### src/rtl/noc_pkg.sv
// noc_pkg: shared flit-width constants, flit type and route-digit extraction helper.
// Latency: none (declarations only).
// Backpressure: none (declarations only).
`ifndef ADDR_WIDTH
`define ADDR_WIDTH 8
`endif
`ifndef DATA_WIDTH
`define DATA_WIDTH 24
`endif

package noc_pkg;
    localparam int NOC_ADDR_W = `ADDR_WIDTH;
    localparam int NOC_DATA_W = `DATA_WIDTH;
    localparam int NOC_WIDTH  = NOC_ADDR_W + NOC_DATA_W;
    // Widest flit the route helper accepts; callers zero-extend into it.
    localparam int NOC_MAX_W  = 256;

    typedef logic [NOC_WIDTH-1:0] flit_t;

    // Route digit = rw bits of the flit starting at bit lsb, returned zero-extended.
    function automatic logic [31:0] route_digit(input logic [NOC_MAX_W-1:0] flit,
                                                input int lsb, input int rw);
        logic [NOC_MAX_W-1:0] mask;
        mask = (NOC_MAX_W'(1) << rw) - NOC_MAX_W'(1);
        return 32'((flit >> lsb) & mask);
    endfunction
endpackage

### src/rtl/noc_input_fifo.sv
// noc_input_fifo: shift-register flit queue, head always presented at slot 0.
// Latency: a flit written at edge k is visible on o_head right after edge k.
// Backpressure: o_full while DEPTH flits are held; i_enq is ignored while full.
module noc_input_fifo #(
    parameter int WIDTH = 32,
    parameter int DEPTH = 4
) (
    input  logic             clk,
    input  logic             rst_l,
    input  logic             i_enq,
    input  logic [WIDTH-1:0] i_dat,
    input  logic             i_deq,
    output logic [WIDTH-1:0] o_head,
    output logic             o_empty,
    output logic             o_full
);
    localparam int CW = $clog2(DEPTH + 1);
    localparam int AW = $clog2(DEPTH);

    logic [WIDTH-1:0] r_slot [DEPTH];
    logic [CW-1:0]    r_cnt;
    logic [WIDTH-1:0] w_slot_nxt [DEPTH];
    logic             w_push;
    logic             w_pop;
    logic [AW-1:0]    w_wr_idx;

    assign o_empty  = (r_cnt == '0);
    assign o_full   = (r_cnt == CW'(DEPTH));
    assign o_head   = r_slot[0];
    assign w_push   = i_enq & ~o_full;
    assign w_pop    = i_deq & ~o_empty;
    // Write lands just behind the last flit that survives this edge.
    assign w_wr_idx = AW'(w_pop ? (r_cnt - CW'(1)) : r_cnt);

    // Next slot contents: shift toward slot 0 on pop, then place the new flit.
    always_comb begin
        for (int k = 0; k < DEPTH; k++) begin
            w_slot_nxt[k] = r_slot[k];
        end
        if (w_pop) begin
            for (int k = 0; k < DEPTH - 1; k++) begin
                w_slot_nxt[k] = r_slot[k + 1];
            end
            w_slot_nxt[DEPTH-1] = '0;
        end
        if (w_push) begin
            w_slot_nxt[w_wr_idx] = i_dat;
        end
    end

    // Slot and occupancy registers; reset empties the queue and clears storage.
    always_ff @(posedge clk or negedge rst_l) begin
        if (!rst_l) begin
            for (int k = 0; k < DEPTH; k++) begin
                r_slot[k] <= '0;
            end
            r_cnt <= '0;
        end else begin
            for (int k = 0; k < DEPTH; k++) begin
                r_slot[k] <= w_slot_nxt[k];
            end
            if (w_push && !w_pop) begin
                r_cnt <= r_cnt + CW'(1);
            end else if (!w_push && w_pop) begin
                r_cnt <= r_cnt - CW'(1);
            end
        end
    end
endmodule

### src/rtl/noc_router_node.sv
// noc_router_node: per-input FIFOs routed by a head route digit to RADIX_OUT outputs; NOC_RR_ARB_EN selects round-robin, else fixed priority.
// Latency: one edge minimum (flit written at edge k is offered after k, transfers at k+1).
// Backpressure: FIFO_FULL per input; output o offers nothing while FIFO_FULL_downstream[o] is set.
module noc_router_node
    import noc_pkg::*;
#(
    parameter int RADIX_IN  = 2,
    parameter int RADIX_OUT = 2,
    parameter int WIDTH     = `ADDR_WIDTH + `DATA_WIDTH,
    parameter int DEPTH     = 4,
    parameter int ROUTE_LSB = WIDTH - 6
) (
    input  logic                 clk,
    input  logic                 rst_l,
    input  logic [RADIX_IN-1:0]  FIFO_ENQ,
    input  logic [WIDTH-1:0]     FIFO_IN [RADIX_IN],
    output logic [RADIX_IN-1:0]  FIFO_FULL,
    output logic [RADIX_OUT-1:0] FIFO_ENQ_downstream,
    output logic [WIDTH-1:0]     FIFO_OUT [RADIX_OUT],
    input  logic [RADIX_OUT-1:0] FIFO_FULL_downstream
);
    localparam int RW = $clog2(RADIX_OUT);
    localparam int PW = (RADIX_IN > 1) ? $clog2(RADIX_IN) : 1;

    logic [WIDTH-1:0]     w_head [RADIX_IN];
    logic [RADIX_IN-1:0]  w_empty;
    logic [RADIX_IN-1:0]  w_deq;
    logic [31:0]          w_dig [RADIX_IN];
    logic [RADIX_OUT-1:0] w_gnt_vld;
    logic [PW-1:0]        w_gnt_idx [RADIX_OUT];

`ifdef NOC_RR_ARB_EN
    logic [PW-1:0]        r_ptr [RADIX_OUT];
`endif

    for (genvar g = 0; g < RADIX_IN; g++) begin : g_in
        noc_input_fifo #(
            .WIDTH (WIDTH),
            .DEPTH (DEPTH)
        ) u_fifo (
            .clk     (clk),
            .rst_l   (rst_l),
            .i_enq   (FIFO_ENQ[g]),
            .i_dat   (FIFO_IN[g]),
            .i_deq   (w_deq[g]),
            .o_head  (w_head[g]),
            .o_empty (w_empty[g]),
            .o_full  (FIFO_FULL[g])
        );
        assign w_dig[g] = route_digit(NOC_MAX_W'(w_head[g]), ROUTE_LSB, RW);
    end

    // Per-output arbitration among non-empty heads whose digit names that output;
    // heads with an out-of-range digit are dropped without any downstream strobe.
    always_comb begin
        logic [PW-1:0] v_sel;
        v_sel     = '0;
        w_gnt_vld = '0;
        w_deq     = '0;
        for (int o = 0; o < RADIX_OUT; o++) begin
            w_gnt_idx[o] = '0;
        end
        for (int o = 0; o < RADIX_OUT; o++) begin
            if (!FIFO_FULL_downstream[o]) begin
                for (int k = 0; k < RADIX_IN; k++) begin
`ifdef NOC_RR_ARB_EN
                    v_sel = PW'((int'(r_ptr[o]) + k) % RADIX_IN);
`else
                    v_sel = PW'(k);
`endif
                    if (!w_gnt_vld[o] && !w_empty[v_sel] && (w_dig[v_sel] == 32'(o))) begin
                        w_gnt_vld[o] = 1'b1;
                        w_gnt_idx[o] = v_sel;
                    end
                end
            end
        end
        for (int i = 0; i < RADIX_IN; i++) begin
            if (!w_empty[i] && (w_dig[i] >= 32'(RADIX_OUT))) begin
                w_deq[i] = 1'b1;
            end
        end
        for (int o = 0; o < RADIX_OUT; o++) begin
            if (w_gnt_vld[o]) begin
                w_deq[w_gnt_idx[o]] = 1'b1;
            end
        end
    end

    // Downstream strobe and data; idle outputs drive all-zero data.
    always_comb begin
        FIFO_ENQ_downstream = w_gnt_vld;
        for (int o = 0; o < RADIX_OUT; o++) begin
            FIFO_OUT[o] = w_gnt_vld[o] ? w_head[w_gnt_idx[o]] : '0;
        end
    end

`ifdef NOC_RR_ARB_EN
    // Round-robin pointers: next search starts just past the last granted input.
    always_ff @(posedge clk or negedge rst_l) begin
        if (!rst_l) begin
            for (int o = 0; o < RADIX_OUT; o++) begin
                r_ptr[o] <= '0;
            end
        end else begin
            for (int o = 0; o < RADIX_OUT; o++) begin
                if (w_gnt_vld[o]) begin
                    r_ptr[o] <= PW'((int'(w_gnt_idx[o]) + 1) % RADIX_IN);
                end
            end
        end
    end
`endif
endmodule

### config.mk
export PLATFORM = sky130hd
export DESIGN_NAME = noc_router_node
export DESIGN_NICKNAME = d
export VERILOG_FILES = /design/src/rtl/noc_pkg.sv /design/src/rtl/noc_input_fifo.sv /design/src/rtl/noc_router_node.sv
export SDC_FILE = /design/constraint.sdc
export NUM_CORES = 1
export LEC_CHECK = 0
export CELL_PAD_IN_SITES_DETAIL_PLACEMENT = 1
export CELL_PAD_IN_SITES_GLOBAL_PLACEMENT = 1
export CORE_MARGIN = 4
export CORE_UTILIZATION = 39
export CTS_CLUSTER_SIZE = 8
export DETAILED_ROUTE_END_ITERATION = 12
export PLACE_DENSITY = 0.86
export SETUP_SLACK_MARGIN = 0.15
export SYNTH_ARGS = -nofsm -noshare
export SYNTH_HDL_FRONTEND = slang
export SYNTH_SLANG_ARGS = --single-unit
### constraint.sdc
create_clock -name clk -period 2.44 [get_ports clk]
set_input_delay 0.61 -clock clk [delete_from_list [all_inputs] [get_ports clk]]
set_output_delay 0.61 -clock clk [all_outputs]
set_load 0.02 [all_outputs]
Word-level counts from Yosys, hierarchy flattened:

Cells that the tools add are included.

* register bits after elaboration: 262
* bits of input ports: 70
* output and inout bits: 68
* word-level logic and storage cells: 116

* add/subtract/negate cells: 4
* magnitude comparators: 12
* eq/ne operators: 2
* muxes and demuxes: 44
* bitwise gates (word level): 14
* reductions and logical operators: 30

Operators with widths (count)
* 2-to-1 mux 128 bit: 4
* 2-to-1 mux 32 bit: 10
* bitwise mux 128 bit: 2
* demux 32 bit (select 2 bit): 2
* zero test 32 bit: 2
* logical AND 1 bit: 16
* 2-to-1 mux 1 bit: 16
* 2-to-1 mux 3 bit: 4
* zero test 1 bit: 8
* 2-to-1 mux 2 bit: 4
* adder 3 x 1 -> 3 bit, second input constant: 2
* equality test 3 bit, second input constant: 2
* greater-or-equal comparator 3 bit, second input constant: 2
* zero test 3 bit: 2
* less-than comparator 3 x 1 -> 1 bit, second input constant: 2
* inverter 2 -> 3 bit: 2
* subtractor 3 x 1 -> 3 bit, second input constant: 2
* bitwise AND 1 bit: 4
* greater-or-equal comparator 1 x 2 -> 1 bit, second input constant: 2
* greater-or-equal comparator 2 bit, second input constant: 2
* less-than comparator 1 x 2 -> 1 bit, second input constant: 2
* inverter 1 bit: 4
* inverter 1 -> 2 bit: 2
* bitwise OR 2 bit: 2
* other kinds (3): 6

Logic depth before layout (Yosys ltp):

* word-level depth: 27
* mapped depth: 13
* mapped depth without buffers: 10

Modules after synthesis:

Synthesis repeated with hierarchy kept, for this count alone.

* cells, all modules: 1467
* area, all modules: 15386.0 µm²

By module, submodules not included
* noc_input_fifo: times used 2, cells an instance 669, area an instance 7164.4 µm², seq. area each 3278.1 µm²
* noc_router_node: times used 1, cells an instance 129, area an instance 1057.3 µm², seq. area each 0.0 µm²

Worst setup path after synthesis:

No wires, ideal clock.

* path type: reg2reg
* start point: register g_in[1].u_fifo.r_cnt[0]
* end point: register g_in[1].u_fifo.r_cnt[2]
* setup time: 0.128 ns
* arrival: 2.402 ns
* required time: 2.312 ns
* setup slack: -0.091 ns
* cell stages (with the launch flop): 14
* path buffers: 3
* period minus slack after synthesis: 2.531 ns
* cells stage by stage: dfrtp_1 buf_2 inv_2 ha_1 nand2b_2 a211o_1 o21a_1 buf_4 inv_2 buf_2 ha_1 mux2i_1 nor2_1 xor2_1

* longest elaborated chain between the ends: 18
* elaborated cells on any way between the ends: 44
* classes of those cells: add/sub: 2; order compare: 4; eq/ne: 1; mux: 17; bitwise: 6; reduce/logical: 14

Ends and longest elaborated chain
* start, declared: RTL line noc_input_fifo.sv:21 `logic [CW-1:0] r_cnt;`
* start signal, assigned: RTL line noc_input_fifo.sv:63 `r_cnt <= r_cnt + CW'(1);`
* start signal, assigned: RTL line noc_input_fifo.sv:65 `r_cnt <= r_cnt - CW'(1);`
* zero test 3 bit: RTL line noc_input_fifo.sv:27 `assign o_empty = (r_cnt == '0);`
* zero test 1 bit: RTL line noc_router_node.sv:71, noc_router_node.sv:79
* logical AND 1 bit (2 in a row): RTL line noc_router_node.sv:71 `if (!w_gnt_vld[o] && !w_empty[v_sel] && (w_dig[v_sel] == 32'(o))) begin`
* 2-to-1 mux 1 bit: RTL line noc_router_node.sv:71
* 2-to-1 mux 1 bit: RTL line noc_router_node.sv:64 `if (!FIFO_FULL_downstream[o]) begin`
* less-than comparator 1 x 2 -> 1 bit (not written as such) / greater-or-equal comparator 1 bit (equally long branches): RTL line noc_router_node.sv:85 `w_deq[w_gnt_idx[o]] = 1'b1;`
* logical AND 1 bit (not written as such): RTL line noc_router_node.sv:85
* 2-to-1 mux 1 bit (not written as such): RTL line noc_router_node.sv:85
* demux 1 bit (select 1 bit): RTL line noc_router_node.sv:85
* bitwise OR 2 bit (no line)
* 2-to-1 mux 2 bit: RTL line noc_router_node.sv:84 `if (w_gnt_vld[o]) begin`
* bitwise OR 2 bit (no line)
* 2-to-1 mux 2 bit: RTL line noc_router_node.sv:84
* bitwise AND 1 bit: RTL line noc_input_fifo.sv:31 `assign w_pop = i_deq & ~o_empty;`
* zero test 1 bit: RTL line noc_input_fifo.sv:62 `if (w_push && !w_pop) begin`
* logical AND 1 bit: RTL line noc_input_fifo.sv:62
* 2-to-1 mux 3 bit / nonzero test 2 bit (equally long branches)

Several ways; a longest one is shown, not always the timed one. The select of a mux whose other input is x is not followed.
A chain may end at the register's enable or synchronous reset.

==> results by group <==
Detailed routing
  • Via/cell ratio: 6.08
  • Pre-antenna DRT Iters: 5
  • Post-route DRC: 0
  • Vias: 13100
  • Drt wl/cell: between 20 and 30 um
  • Wirelength, routed: 62000 um
  • Initial DRC count: around 1100
  • Post-route ant nets: 0

STA
  • Final Hold Fails: 0
  • Final Critical Period: roughly 3 ns
  • F_max: 0.325 GHz
  • Max Clock Skew: roughly 0.022 ns
  • Setup repair after global routing missed its margin: true
  • Sum Neg Setup Slack: -88.25 ns
  • Slew Limit Fails: 0
  • Final setup viols: 280
  • Fin worst setup slack: -0.638 ns
  • Crit share post-route: 1.26

Finish
  • Share of layout cells above drive strength 1: 0.300
  • Area Overhead vs Synth: 51.1%
  • Fin nets: ~1800
  • Post-Layout Cell Count: between 2000 and 2500
  • Post-layout util: 0.595

Pwr
  • Pwr/cell area: about 1800 mW/mm^2
  • Static leakage: 8.52 nW
  • Maximum vdd drop: roughly 0.92 mV

Global route
  • Antenna violations before repair: 7
  • Gr ovfl total: 0
  • First-pass GRT wire length: 82300 um
  • Largest net degree at the start of global routing: between 60 and 70
  • Vias in the first global route: between 10000 and 15000
  • Total GRT Usage: 0.294

Setup path
  • Cell seen most often among critical-path stages: buf_4
  • Worst EP required: 2.84 ns
  • Reg2reg end: g_in[1].u_fifo.o_head[3]$_DFF_PN0_
  • Crit path kind: flop to flop
  • R2r setup slk: -0.64 ns
  • Depth of the worst register-to-register path: 14
  • Worst EP arrival: roughly 3.5 ns
  • Crit-path cells: inv_2, ha_4, and2b_2, buf_4, buf_4, o211ai_1, buf_4, buf_6, o22ai_4, a211oi_4, buf_12, buf_16, nor2_4, a31oi_1
  • CP endpoint kind: flop
  • CP max FO: 8
  • CP max stage cell: dfrtp_1
  • Startpoint types: flop
  • RR Startpoint: g_in[0].u_fifo.r_cnt[0]$_DFFE_PN0P_
  • CP peak stage delay: ~0.44 ns

Yosys
  • Most instantiated library cell after synthesis: nand2_1
  • Synth unique cells: 54
  • Post-Syn Instances: 1438
  • Mean post-synth cell area: roughly 9 um^2
  • Synth warnings: 0
  • Largest cells by area after synthesis: dfrtp_1 (51%), nand2_1 (9.5%), a31oi_1 (7.9%)
  • Synthesized area: roughly 0.013 mm^2
  • Async set-or-reset flop fraction in the synthesized netlist: 1.00
  • Sequential share of the synthesized area: 0.513
  • Mux cell area share after synthesis: 0.00313
  • Area leader, netlist: dfrtp_1
  • Synth Area in Adders: 0.00784
  • Synth top area share: 0.513
  • Top_reg_cell synth: dfrtp_1
  • Largest family of logic cells by synthesized area: compound AO/OA/AOI/OAI gates
  • Compound-Gate Fraction of Synth Area: 0.208
  • EDFF count, synth: 0
  • FF+latch count, synth: approximately 260
  • Synth Net Count: 1516
  • Post-Synth XOR/XNOR Area: 0.00539
  • Synth Area in Simple Gates: 0.188
  • Synth top cells by count: nand2_1 (324), dfrtp_1 (262), nor2_1 (169)

Outcome
  • Failing checks: negative setup slack
  • Status: finished with violations

Floorplanning
  • Core Footprint: approximately 0.032 mm^2
  • Initial core utilization: 0.394
  • Die H: around 190 um
  • Num ports: between 100 and 150
  • Row count: between 60 and 70
  • Die Width: around 190 um
  • Die area: roughly 0.036 mm^2

Placement
  • GP Congestion: ~0.85
  • DP HPWL: a little under 30000 um
  • Port-buffer cells: 136
  • Placed cell count: a little over 2000

Run
  • Max-cap violations: 0

Clock network
  • Clock root cell: clkbuf_16
  • Clk slew on worst S/H paths: ~0.06 ns
  • CTS tree: built
  • CTS H-tree lvls: 2
  • Maximum clock insertion buffer count: 3
  • TritonCTS Sinks: between 200 and 300
  • Skew-Pair Late Insertion Delay: 0.52 ns
  • Cts bufs inserted: 38

Hold path
  • Min-delay worst type: primary input to async pin
==> critical path, delay by kind of cell, from the launching register on <==
kind	cells	cell delay [ns]
compound gates	4	0.88
fa+ha+maj	1	0.20
buf+inv	7	1.13
flops	1	0.44
simple gates	2	0.30
==> stage by stage <==
stage	setup WS (ns)	total power, mW	cell area (um^2)	hold WS [ns]
floorplan	0.150	16.5	12900	0.314
global placement	-0.732	21.4	15400	0.482
detailed placement	-0.782	22.2	15400	0.491
CTS	-0.339	31.4	18100	0.0294
global route	-0.649	36.9	19300	0.0432
finish	-0.638	35.6	19300	0.0305
==> layout make-up <==
type | count | area [um^2]
antenna | 6 | 15.0
clock buffer | 43 | 1030
fill | 3422 | 13100
inverter | 101 | 399
multi-input combinational | 962 | 6540
sequential | 262 | 6560
tap | 442 | 553
timing repair buffer | 335 | 4210
==> cells in the final DEF, fill, tap and decap left out, types with 4 or more instances in the layout <==
| cell | netlist | final |
|---|---|---|
| dfrtp_1 | 262 | 260 |
| a31oi_1 | 161 | 142 |
| a31oi_2 | 0 | 8 |
| nor3_4 | 0 | 16 |
| nand2_2 | 0 | 4 |
| nor2_2 | 1 | 35 |
| nor3_2 | 2 | 10 |
| nor3_1 | 37 | 13 |
| buf_16 | 0 | 21 |
| o22ai_2 | 0 | 4 |
| buf_8 | 0 | 8 |
| nor2_1 | 169 | 108 |
| inv_1 | 98 | 94 |
| ha_1 | 8 | 5 |
| a22o_1 | 93 | 90 |
| buf_12 | 0 | 34 |
| nor2_4 | 0 | 27 |
| buf_4 | 6 | 91 |
| a221oi_4 | 0 | 9 |
| clkdlybuf4s50_1 | 0 | 67 |
| xor2_1 | 4 | 4 |
| a221oi_2 | 17 | 22 |
| a31oi_4 | 0 | 11 |
| diode_2 | 0 | 6 |
| nand3_1 | 36 | 32 |
| nand2_1 | 324 | 320 |
| o21ai_4 | 0 | 5 |
| o21ai_0 | 38 | 34 |
| clkbuf_16 | 0 | 54 |
| buf_6 | 9 | 97 |
==> registers in the layout (all words and copies together) (netlist names) <==
register and flops:
g_in.u_fifo.r_cnt 6, g_in.u_fifo.r_slot 192, g_in.u_fifo.o_head 64
==> report_power, final <==
part	switching (mW)	total, mW	internal (mW)
Clock	2.00	4.94	2.94
Sequential	1.97	8.57	6.60
Combinational	12.2	22.1	9.84
==> routing by layer <==
| layer | vias up | wire length (um) | track usage |
|---|---|---|---|
| met2 | 699 | 30400 | 0.500 |
| li1 | 5482 | - | - |
| met5 | - | 13 | 0 |
| met3 | 209 | 4630 | 0.0631 |
| met4 | 2 | 3500 | 0.130 |
| met1 | 6679 | 23400 | 0.362 |
==> cell families after synthesis <==
kind of cell | count (synthesis)
AND/OR/NAND/NOR | 588
AO/OA/AOI/OAI | 353
flip-flops | 262
buffers and inverters | 215
adder cells (fa/ha/maj) | 8
XOR/XNOR | 7
multiplexers | 4
other | 1
==> worst max path at each step <==
stage | start | endpoint | slack, ns | cells after the start
2_1_floorplan | g_in[1].u_fifo.r_cnt[0]$_DFFE_PN0P_ | g_in[1].u_fifo.r_slot[31]$_DFF_PN0_ | 0.15 | 11
3_3_place_gp | FIFO_FULL_downstream[0] | FIFO_OUT[59] | -0.73 | 7
3_5_place_dp | FIFO_FULL_downstream[0] | FIFO_OUT[34] | -0.78 | 7
4_1_cts | g_in[0].u_fifo.r_cnt[1]$_DFFE_PN0P_ | FIFO_OUT[59] | -0.34 | 9
5_1_grt | g_in[0].u_fifo.r_cnt[0]$_DFFE_PN0P_ | g_in[1].u_fifo.o_head[3]$_DFF_PN0_ | -0.65 | 14
6_report | g_in[0].u_fifo.r_cnt[0]$_DFFE_PN0P_ | g_in[1].u_fifo.o_head[3]$_DFF_PN0_ | -0.64 | 14
==> what timing repair did <==
| action | in CTS | in global routing |
|---|---|---|
| gates cloned | 21 | 20 |
| endpoints found under the setup margin | 196 | 317 |
| resized for setup | 564 | 130 |
| setup buffers | 23 | 26 |
| hold buffers | 0 | 0 |
| pin swaps | 40 | 53 |
Power figures use the tool's default switching activity.
